$ cat config.mk
export PLATFORM = sky130hd
export DESIGN_NAME = alu_ctrl_seq
export DESIGN_NICKNAME = d
export VERILOG_FILES = /design/src/rtl/alu_ctrl_seq.sv
export SDC_FILE = /design/constraint.sdc
export NUM_CORES = 1
export LEC_CHECK = 0
export CAP_MARGIN = 20
export CORE_ASPECT_RATIO = 0.6
export CORE_MARGIN = 2
export CORE_UTILIZATION = 25
export CTS_CLUSTER_DIAMETER = 150
export CTS_CLUSTER_SIZE = 28
export DETAILED_ROUTE_END_ITERATION = 7
export GPL_TIMING_DRIVEN = 0
export PLACE_DENSITY = 0.52
export RECOVER_POWER = 25
export SLEW_MARGIN = 20
export SYNTH_ARGS = -nofsm -noshare
export SYNTH_HDL_FRONTEND = slang
export SYNTH_SLANG_ARGS = --single-unit
$ cat constraint.sdc
create_clock -name clk -period 2.6 [get_ports clk]
set_clock_uncertainty 0.2 [all_clocks]
set_input_delay 0.65 -clock clk [delete_from_list [all_inputs] [get_ports clk]]
set_output_delay 0.65 -clock clk [all_outputs]
set_load 0.05 [all_outputs]
$ cat src/rtl/alu_ctrl_seq.sv
`default_nettype none
// ============================================================================
//  Module   : alu_ctrl_seq
//  Purpose  : Registered EX-stage ALU control unit. Decodes alu_op/fn into an
//             ALU operation code, sequences multi-cycle MULT/DIV operations
//             with a busy counter, and drives the pipeline stall, the mult/div
//             start pulse and the HI/LO write enable.
//  Ports    : clk         in   clock, rising edge
//             rst_n       in   asynchronous active-low reset
//             valid_in    in   alu_op/fn valid this cycle
//             alu_op      in   [1:0] main-decoder op class
//             fn          in   [5:0] instruction funct field
//             flush       in   synchronous pipeline flush / abort
//             alu_control out  [ALU_CTRL_W-1:0] registered ALU operation code
//             valid_out   out  1-cycle pulse per accepted op
//             md_start    out  1-cycle pulse starting the mult/div unit
//             stall       out  high while a mult/div op occupies the unit
//             hilo_we     out  1-cycle HI/LO write enable at md completion
//             illegal     out  unsupported funct with alu_op=10 (with valid_out)
//  Revision : 1.0  initial release
// ============================================================================
module alu_ctrl_seq #(
  parameter int ALU_CTRL_W = 4,
  parameter int MD_LATENCY = 32
) (
  input  logic                  clk,
  input  logic                  rst_n,
  input  logic                  valid_in,
  input  logic [1:0]            alu_op,
  input  logic [5:0]            fn,
  input  logic                  flush,
  output logic [ALU_CTRL_W-1:0] alu_control,
  output logic                  valid_out,
  output logic                  md_start,
  output logic                  stall,
  output logic                  hilo_we,
  output logic                  illegal
);

  localparam logic [3:0] c_and   = 4'd0;
  localparam logic [3:0] c_or    = 4'd1;
  localparam logic [3:0] c_add   = 4'd2;
  localparam logic [3:0] c_sub   = 4'd3;
  localparam logic [3:0] c_slt   = 4'd4;
  localparam logic [3:0] c_nor   = 4'd5;
  localparam logic [3:0] c_xor   = 4'd6;
  localparam logic [3:0] c_sll   = 4'd7;
  localparam logic [3:0] c_srl   = 4'd8;
  localparam logic [3:0] c_sra   = 4'd9;
  localparam logic [3:0] c_mult  = 4'd10;
  localparam logic [3:0] c_multu = 4'd11;
  localparam logic [3:0] c_div   = 4'd12;
  localparam logic [3:0] c_divu  = 4'd13;

  // Counter is loaded with MD_LATENCY-1 so that it reaches zero in the last
  // busy cycle; 8 bits cover the full legal latency range.
  localparam logic [7:0] c_md_init = 8'(MD_LATENCY - 1);

  typedef enum logic [0:0] {
    ST_IDLE = 1'b0,
    ST_RUN  = 1'b1
  } state_t;

  state_t                r_state;
  state_t                w_state_nxt;
  logic [7:0]            r_cnt;
  logic [7:0]            w_cnt_nxt;
  logic [ALU_CTRL_W-1:0] r_ctrl;
  logic [ALU_CTRL_W-1:0] w_ctrl_nxt;
  logic                  r_valid;
  logic                  w_valid_nxt;
  logic                  r_md_start;
  logic                  w_md_start_nxt;
  logic                  r_stall;
  logic                  w_stall_nxt;
  logic                  r_hilo_we;
  logic                  w_hilo_we_nxt;
  logic                  r_illegal;
  logic                  w_illegal_nxt;

  logic [3:0]            w_code;
  logic                  w_is_md;
  logic                  w_bad_fn;

  // ---------------------------------------------------------------------------
  // Decode
  // ---------------------------------------------------------------------------
  always_comb begin
    w_code   = c_add;
    w_is_md  = 1'b0;
    w_bad_fn = 1'b0;
    unique case (alu_op)
      2'b00: w_code = c_add;
      2'b01: w_code = c_sub;
      2'b11: w_code = c_or;
      2'b10: begin
        case (fn)
          6'h20, 6'h21: w_code = c_add;
          6'h22, 6'h23: w_code = c_sub;
          6'h24:        w_code = c_and;
          6'h25:        w_code = c_or;
          6'h26:        w_code = c_xor;
          6'h27:        w_code = c_nor;
          6'h2A:        w_code = c_slt;
          6'h00:        w_code = c_sll;
          6'h02:        w_code = c_srl;
          6'h03:        w_code = c_sra;
          6'h18: begin w_code = c_mult;  w_is_md = 1'b1; end
          6'h19: begin w_code = c_multu; w_is_md = 1'b1; end
          6'h1A: begin w_code = c_div;   w_is_md = 1'b1; end
          6'h1B: begin w_code = c_divu;  w_is_md = 1'b1; end
          default: begin
            w_code   = c_add;
            w_bad_fn = 1'b1;
          end
        endcase
      end
      default: w_code = c_add;
    endcase
  end

  // ---------------------------------------------------------------------------
  // Next-state and next-output logic. All outputs are registered, so each
  // value computed here is what the block presents in the following cycle.
  // ---------------------------------------------------------------------------
  always_comb begin
    w_state_nxt    = r_state;
    w_cnt_nxt      = r_cnt;
    w_ctrl_nxt     = r_ctrl;
    w_valid_nxt    = 1'b0;
    w_md_start_nxt = 1'b0;
    w_stall_nxt    = 1'b0;
    w_hilo_we_nxt  = 1'b0;
    w_illegal_nxt  = 1'b0;
    unique case (r_state)
      ST_IDLE: begin
        if (valid_in && !flush) begin
          w_ctrl_nxt    = ALU_CTRL_W'(w_code);
          w_valid_nxt   = 1'b1;
          w_illegal_nxt = w_bad_fn;
          if (w_is_md) begin
            w_state_nxt    = ST_RUN;
            w_cnt_nxt      = c_md_init;
            w_md_start_nxt = 1'b1;
            w_stall_nxt    = 1'b1;
          end
        end
      end
      ST_RUN: begin
        // valid_in is ignored here: upstream is stalled and holds its inputs.
        if (flush) begin
          w_state_nxt = ST_IDLE;
          w_cnt_nxt   = 8'd0;
        end else if (r_cnt == 8'd0) begin
          w_state_nxt = ST_IDLE;
        end else begin
          w_cnt_nxt   = r_cnt - 8'd1;
          w_stall_nxt = 1'b1;
          // hilo_we is registered, so it is raised one cycle ahead: it shows
          // up in the cycle where the counter reads zero.
          w_hilo_we_nxt = (r_cnt == 8'd1);
        end
      end
      default: w_state_nxt = ST_IDLE;
    endcase
  end

  always_ff @(posedge clk or negedge rst_n) begin
    if (!rst_n) begin
      r_state    <= ST_IDLE;
      r_cnt      <= 8'd0;
      r_ctrl     <= '0;
      r_valid    <= 1'b0;
      r_md_start <= 1'b0;
      r_stall    <= 1'b0;
      r_hilo_we  <= 1'b0;
      r_illegal  <= 1'b0;
    end else begin
      r_state    <= w_state_nxt;
      r_cnt      <= w_cnt_nxt;
      r_ctrl     <= w_ctrl_nxt;
      r_valid    <= w_valid_nxt;
      r_md_start <= w_md_start_nxt;
      r_stall    <= w_stall_nxt;
      r_hilo_we  <= w_hilo_we_nxt;
      r_illegal  <= w_illegal_nxt;
    end
  end

  assign alu_control = r_ctrl;
  assign valid_out   = r_valid;
  assign md_start    = r_md_start;
  assign stall       = r_stall;
  assign hilo_we     = r_hilo_we;
  assign illegal     = r_illegal;

endmodule
`default_nettype wire

==> results of run 1 <==
## layout make-up
class / count / area, um2 / area share, %
flip-flops and latches: 17 / 425.4 / 31.54
clock buffers: 4 / 45.04 / 3.340
inverters: 7 / 26.28 / 1.948
multi-input cells: 88 / 581.8 / 43.14
well taps: 60 / 75.07 / 5.566
repair buffers: 17 / 170.2 / 12.62
plain buffers: 4 / 25.02 / 1.855
## per-layer routing
metal	routed length, um	part of all wire [%]	up-vias	track usage, %
met4	0	0	0	0
li1	-	-	472	-
met5	0	0	-	0
met3	80	3.2	0	2.715
met2	1118	44	21	17.80
met1	1325	52	445	15.13
## Yosys cell counts, drive strengths merged
library cell | instances | area share (%)
a22o | 1 | 0.83
a211oi | 1 | 0.71
o2111a | 1 | 1.1
nor2 | 9 | 3.2
or4 | 1 | 0.71
o2bb2ai | 1 | 0.83
a21o | 1 | 0.71
and3b | 1 | 0.83
clkbuf | 1 | 0.36
o21a | 2 | 1.4
o211ai | 3 | 2.1
mux2i | 3 | 2.9
xor2 | 1 | 0.83
buf | 3 | 2.0
a31oi | 1 | 0.59
and2 | 1 | 0.59
nand3 | 3 | 1.4
a21oi | 6 | 2.9
o32a | 1 | 0.95
nor4 | 1 | 0.59
o21ai | 10 | 5.1
nand3b | 1 | 0.71
or3 | 2 | 1.2
a32oi | 2 | 1.7
nand2b | 4 | 2.4
and4bb | 1 | 1.2
ha | 3 | 3.6
and3 | 1 | 0.59
nor4bb | 1 | 0.95
dfrtp | 17 | 40
o31ai | 1 | 0.71
or4b | 1 | 1.3
inv | 7 | 2.5
nand2 | 11 | 3.9
nor2b | 3 | 1.8
nor4b | 2 | 1.7
nor3 | 3 | 1.4
nor3b | 1 | 0.71
a221o | 1 | 0.95
a2111oi | 2 | 1.7
## stage by stage
| step | hold slack [ps] | TNS, ps | setup slack [ps] |
|---|---|---|---|
| after detailed placement | 286.4 | -673.3 | -183.5 |
| after floorplan | 154.4 | 0 | 399.7 |
| after global placement | 285.9 | -326.7 | -124.9 |
| after CTS | 301.2 | 0 | 83.25 |
| final | 298.4 | 0 | 100.0 |
| after global routing | 318.8 | 0 | 23.38 |
## report_power, final
group	switching [uW]	internal, uW
logic	140	111
registers	48.3	304
clock network	86.4	109
## worst max-delay path: cells and delay by family
kind	cells	cell delay [ps]
AO/OA/AOI/OAI	1	240
AND/OR/NAND/NOR	2	650
multiplexers	1	200
buffers and inverters	2	720
## placed cells by master (no fill, tap or decap), types with 2 or more instances in the layout
cell type        instances
nand3_1                  3
clkbuf_1                 2
nand2_1                 11
o211ai_1                 3
inv_1                    6
a32oi_1                  2
dfrtp_1                 17
nor4b_1                  2
nand2b_1                 4
nor2b_1                  3
mux2i_1                  3
a2111oi_0                2
clkdlybuf4s50_1         16
nor2_1                   9
or3_1                    2
ha_1                     3
clkbuf_8                 3
o21ai_0                  9
buf_2                    2
o21a_1                   2
nor3_1                   3
a21oi_1                  6
## worst paths after layout
path                                  end  slack [ps]
setup / recovery                 r_cnt[5]         100
hold / removal             alu_control[3]         300
setup reg to reg                 r_cnt[2]         390
hold reg to reg            alu_control[3]         300
max in group asynchronous         hilo_we         990
min in group asynchronous        r_cnt[1]         720
## cell families after synthesis
| group | count (synthesis) | share of synthesized area [%] |
|---|---|---|
| AO/OA/AOI/OAI | 34 | 22.24 |
| buffers and inverters | 11 | 4.874 |
| XOR/XNOR | 1 | 0.8325 |
| AND/OR/NAND/NOR | 47 | 25.21 |
| adder cells (fa/ha/maj) | 3 | 3.568 |
| multiplexers | 3 | 2.854 |
| flip-flops | 17 | 40.43 |
## flip-flops by register name, summed over array words and instances, names as in the netlist
signal       count
md_start         1
alu_control      4
illegal          1
valid_out        1
hilo_we          1
r_cnt            8
stall            1
==> results.toml, run 1 <==
[synth]
synth_area_um2 = 1052
syn_nets = 131
synthCells = 116
ys_warn_count = 0
synth_cell_types = 43
ys_seq_area_share_pct = 40.43
synth-seq-cells = 17
avgSynthCellArea_um2 = 9.071

[drt]
num_vias = 938
drcViolationCount = 0
routed_via_density = 4.761
wl_per_cell_um = 12.82
routed_wl_um = 2525
ant_nets = 0
first_pass_iters = 4
drt_iter0_markers = 83

[cells_and_area]
antenna-diode-count = 0
fillers = 423
final_nets = 153
final_cells = 197
utilization_pct = 33.09
area_delta_synth_final_pct = 28.18
postLayoutCellArea_um2 = 1349
drive_gt1_share_pct = 8.029

[die]
die_h_um = 54.26
core.rowCount = 18
top_level_ports = 21
core_um2 = 4076
die_area_um2 = 4761
start_util_pct = 25.81
die-width_um = 87.76

[placed_design]
gp_routability_congestion = 0.8398
placed_cell_area_um2 = 1297
dp_hpwl_um = 1973
port_buffers = 17
dp_cells = 193

[global_routing]
grt_pass1_wl_um = 4008
grt_pass1_vias = 860
grt-ovfl-total = 0
grtUsageTotal_pct = 10.71
grt_max_degree = 18
antenna_found_initial = 0

[sta]
rsz0062_at_grt = "no"
fmax_mhz = 400.0
setup_viol = 0
post-route-min-period_ps = 2500
hold_violations = 0
worst_pin_slew_ps = 779.5
layout_worst_path_cycle_share_pct = 96.15
relSlewSlack_pct = 47.86
drv_slew = 0

[critical_path]
worstReg2RegStart = "r_cnt[1]"
crit_path_cell_trace = "clkdlybuf4s50_1 > and4bb_2 > nand3_1 > inv_2 > o2111a_1 > mux2i_1"
worstRegToRegCells = 6
worstSetupStartpointType = "input pin"
cp_data_arrival_time_ps = 2470
crit_required_ps = 2570
crit_fanout = 9
cp_slowest_cell = "clkdlybuf4s50_1"
path_class = "in2reg"
crit_path_max_incr_delay_ps = 550
end_kind = "register"
crit_path_start = "fn[2]"

[clocking]
cts_max_path_buffers = 2
hold_buffers = 0
cts-buffers-inserted = 3
clock_latency_ps = 250
htreeDepth = 1
clk_root_buffer_cell = "clkbuf_8"
cts_resized = 0
clk_pin_slew_worst_paths_ps = 70
cts.sinks = 17
tritoncts = "done"
post_cts_buffers = 0

[worst_hold_path]
whs_path_depth = 1
hp-start = "alu_control[3]"
min_path_type = "reg2reg"

[power]
power_uw = 798.6
power_density_nw_per_um2 = 592.1
p_leak_uw = 0.0005599
vdd_drop_max_mv = 0.2491

[run]
drv.max_cap_violation_count = 0

[status]
status = "complete, no violations"
Note: power is estimated with default switching activity, not from simulation.
==> run 2: changes to the inputs <==
--- a/config.mk
+++ b/config.mk
@@ -6,14 +6,13 @@
 export NUM_CORES = 1
 export LEC_CHECK = 0
 export CAP_MARGIN = 20
-export CORE_ASPECT_RATIO = 0.6
 export CORE_MARGIN = 2
-export CORE_UTILIZATION = 25
+export CORE_UTILIZATION = 50
 export CTS_CLUSTER_DIAMETER = 150
 export CTS_CLUSTER_SIZE = 28
 export DETAILED_ROUTE_END_ITERATION = 7
 export GPL_TIMING_DRIVEN = 0
-export PLACE_DENSITY = 0.52
+export PLACE_DENSITY = 0.85
 export RECOVER_POWER = 25
 export SLEW_MARGIN = 20
 export SYNTH_ARGS = -nofsm -noshare
==> results.toml, run 2 (synthesis gave the netlist of run 1 again) <==
[drt]
drcViolationCount = 0
drt_iter0_markers = 22
wl_per_cell_um = 13.59
routed_via_density = 5.811
first_pass_iters = 4
routed_wl_um = 2228
ant_nets = 0
num_vias = 953

[clocking]
cts_resized = 0
cts.sinks = 17
clock_latency_ps = 290
clk_pin_slew_worst_paths_ps = 100
cts-buffers-inserted = 3
cts_max_path_buffers = 2
tritoncts = "done"
post_cts_buffers = 0
hold_buffers = 0
htreeDepth = 1
clk_root_buffer_cell = "clkbuf_4"

[global_routing]
grtUsageTotal_pct = 19.77
grt_max_degree = 18
grt-ovfl-total = 0
grt_pass1_vias = 875
antenna_found_initial = 0
grt_pass1_wl_um = 3801

[critical_path]
crit_fanout = 5
crit_path_cell_trace = "clkdlybuf4s50_1"
end_kind = "primary output"
crit_family = "buffers and inverters"
cp_num_buf_inv = 1
worstSetupStartpointType = "register"
cp_slowest_cell = "clkdlybuf4s50_1"
cp_data_arrival_time_ps = 1570
crit_required_ps = 1750
crit_path_max_incr_delay_ps = 830
path_class = "reg2out"

[run]
drv.max_cap_violation_count = 0

[cells_and_area]
area_delta_synth_final_pct = 22.00
multi_input_area_um2 = 575.6
final_cell_mix = "dfrtp_1, clkdlybuf4s50_1, nand2_1"
regArea_um2 = 425.4
final_nets = 153
max_flop_register = "r_cnt"
drive_gt1_share_pct = 7.299
postLayoutCellArea_um2 = 1284
mostFrequentLayoutCell = "dfrtp_1"
largest_register_ff_count = 8
final_cells = 164
antenna-diode-count = 0
fillers = 153

[sta]
setup_viol = 0
fin_tns_setup_ps = 0
layout_worst_path_cycle_share_pct = 92.94
post-route-min-period_ps = 2416
relSlewSlack_pct = 52.44
worst_pin_slew_ps = 711.1
drv_slew = 0
rsz0062_at_grt = "no"
fmax_mhz = 413.8
hold_violations = 0

[power]
sw_frac_of_total_pct = 36.26
p_clk_share_pct = 18.8
seqPwrFrac_pct = 47.2
vdd_drop_max_mv = 0.4977
comb_power_share_pct = 34.0
internal_power_uw = 471.7
p_leak_uw = 0.0005569
power_density_nw_per_um2 = 576.5
power.switching_uw = 268.4

[status]
status = "complete, no violations"

[die]
die-width_um = 49.88
start_util_pct = 53.09
die_h_um = 49.88
top_level_ports = 21
core.rowCount = 16
die_area_um2 = 2488
core_um2 = 1982

[placed_design]
dp_cells = 160
port_buffers = 17
gp_routability_congestion = 0.8376
dp_hpwl_um = 1689
placed_cell_area_um2 = 1256

[worst_hold_path]
min_path_type = "reg2reg"
==> run 2: final timing paths <==
path,slack [ps],to,cells after the start,from
worst max register to register,390,r_cnt[2],6,r_cnt[0]
min in group asynchronous,640,alu_control[1],1,rst_n
worst max-delay path,180,stall,1,stall
max in group asynchronous,1110,alu_control[3],1,rst_n
worst min-delay path,290,alu_control[3],1,alu_control[3]
worst min register to register,290,alu_control[3],1,alu_control[3]
==> run 2: final cells by class <==
class,instances,share of cell area (%)
multi-input combinational,88,44.83
inverter,7,2.047
buffer,4,1.949
clock buffer,3,1.754
clock inverter,1,0.3899
sequential,17,33.14
timing repair buffer,17,13.26
tap,27,2.632
==> run 2: per-stage QoR <==
step                hold slack (ps)  util (%)  setup slack, ps  total power, uW
floorplan                     154.4         -            399.7            523.8
global placement              275.7     63.38           -99.52            588.2
detailed placement            276.4     63.38           -91.15            602.0
CTS                           298.5     64.77            190.0            739.8
global route                  343.3     64.77           0.4841            787.5
finish                        287.5     64.77            183.6            740.1
==> run 2: power groups by stage <==
stage               Combinational [uW]  Sequential, uW  Clock, uW
floorplan                          163             361          0
global placement                   238             350          0
detailed placement                 249             353          0
CTS                                251             348        141
global route                       278             356        154
finish                             252             349        139
==> run 2: layer usage <==
layer  routed length, um  global-route usage, %  vias up
li1                    -                      -      467
met5                   0                      0        -
met4                   6                  4.167        0
met1                1051                  27.65      458
met3                 105                  5.455        2
met2                1065                  30.67       26
==> run 3: changes to the inputs <==
--- a/config.mk
+++ b/config.mk
@@ -14,6 +14,7 @@
 export GPL_TIMING_DRIVEN = 0
 export PLACE_DENSITY = 0.85
 export RECOVER_POWER = 25
+export SETUP_SLACK_MARGIN = 0.4
 export SLEW_MARGIN = 20
 export SYNTH_ARGS = -nofsm -noshare
 export SYNTH_HDL_FRONTEND = slang
==> results.toml, run 3 (synthesis gave the netlist of run 1 again) <==
[status]
status = "complete, no violations"

[clocking]
cts-buffers-inserted = 3
htreeDepth = 1
clk_pin_slew_worst_paths_ps = 110
tritoncts = "done"
clk_root_buffer_cell = "clkbuf_4"
clock_latency_ps = 300
cts_max_path_buffers = 2
cts.sinks = 17

[die]
die_area_um2 = 2488
core_um2 = 1982
die-width_um = 49.88
top_level_ports = 21
start_util_pct = 53.09
core.rowCount = 16
die_h_um = 49.88

[critical_path]
crit_path_max_incr_delay_ps = 470
cp_slowest_cell = "clkdlybuf4s50_1"
path_class = "in2reg"
end_kind = "register"
crit_fanout = 6
worstSetupStartpointType = "input pin"
crit_required_ps = 2630
cp_data_arrival_time_ps = 2240
crit_path_cell_trace = "clkdlybuf4s50_1 > nand3_1 > inv_1 > nand3_2 > inv_2 > o2111a_1 > mux2i_1"

[drt]
routed_wl_um = 2738
first_pass_iters = 4
num_vias = 1051
drt_iter0_markers = 43
routed_via_density = 6.075
drcViolationCount = 0
wl_per_cell_um = 15.83
ant_nets = 0

[sta]
drv_slew = 0
setup_viol = 0
layout_worst_path_cycle_share_pct = 84.77
worst_pin_slew_ps = 731.6
rsz0062_at_grt = "yes"
relSlewSlack_pct = 51.07
hold_violations = 0
fmax_mhz = 453.7
holdWs_ps = 295.3
post-route-min-period_ps = 2204

[worst_hold_path]
min_path_type = "reg2reg"

[placed_design]
gp_routability_congestion = 0.8279
port_buffers = 17
dp_cells = 160
dp_hpwl_um = 1752

[global_routing]
antenna_found_initial = 0
grtUsageTotal_pct = 21.46
grt_max_degree = 18
grt_pass1_wl_um = 4105
grt_pass1_vias = 950
grt-ovfl-total = 0

[cells_and_area]
mostFrequentLayoutCell = "dfrtp_1"
fillers = 151
area_delta_synth_final_pct = 32.58
max_flop_register = "r_cnt"
antenna-diode-count = 0
drive_gt1_share_pct = 21.23
largest_register_ff_count = 8
final_cells = 173
final_cell_mix = "dfrtp_1, nand2_1"
final_nets = 162

[power]
p_leak_uw = 0.0006689
power_uw = 798.1
vdd_drop_max_mv = 0.4767
power_density_nw_per_um2 = 572.1

[run]
drv.max_cap_violation_count = 0
## run 3: cell types whose count changed in the layout (fill, tap and decap cells not counted), sizes merged
| cell | delta |
|---|---|
| buf | +9 |
| dlymetal6s2s | +2 |
| dlygate4sd2 | +9 |
| clkdlybuf4s50 | -11 |
## run 3: cell type report
cell class / instances / area, um2 / share of cell area, %
buffer: 4 / 26.28 / 1.883
timing repair buffer: 26 / 231.5 / 16.59
clock inverter: 1 / 5.005 / 0.3587
clock buffer: 3 / 22.52 / 1.614
inverter: 7 / 28.78 / 2.063
multi-input combinational: 88 / 620.6 / 44.48
sequential: 17 / 426.7 / 30.58
tap: 27 / 33.78 / 2.422
## run 3: per-stage QoR
step | utilization (%) | TNS (ps) | worst slack (ps) | area [um2]
floorplan | - | 0 | 399.7 | 1052
global placement | 63.38 | -321.9 | -111.1 | 1256
detailed placement | 63.38 | -362.9 | -131.7 | 1256
CTS | 65.21 | 0 | 305.7 | 1292
global route | 70.39 | 0 | 292.8 | 1395
finish | 70.39 | 0 | 396.0 | 1395
## run 3: report_power, final
part	internal (uW)	switching, uW	leakage (uW)	total (uW)
sequential	304	48.7	0.000221	353
combinational	134	159	0.000430	293
clock	57.5	95.1	0.0000177	153
total	495	303	0.000669	798
## run 3: worst paths after layout
path | startpoint | to | slack, ps | cells after the start
max reg2reg | r_cnt[1] | r_cnt[2] | 430 | 6
max | valid_in | r_cnt[5] | 400 | 7
min reg2reg | alu_control[3] | alu_control[3] | 300 | 1
min in group asynchronous | rst_n | illegal | 630 | 1
max in group asynchronous | rst_n | r_cnt[0] | 1060 | 1
min | alu_control[3] | alu_control[3] | 300 | 1
## run 3: what timing repair did
item,4_1_cts,5_1_grt
setup buffers,0,9
endpoints found under the setup margin,16,12
hold endpoints to repair,0,0
resized for setup,13,16
hold buffers,0,0
pin swaps,0,3
## run 3: critical path: cells and delay by family
family | cells | cell delay [ps]
buffers and inverters | 3 | 820
muxes | 1 | 180
AOI/OAI and AO/OA | 1 | 220
and+or+nand+nor | 2 | 360
## run 3: per-layer routing
metal | global-route usage [%] | wire length [um] | up-vias
met5 | 0 | 0 | -
met4 | 8.796 | 42 | 0
met3 | 3.333 | 184 | 6
met2 | 33.56 | 1363 | 55
met1 | 29.57 | 1149 | 501
li1 | - | - | 489
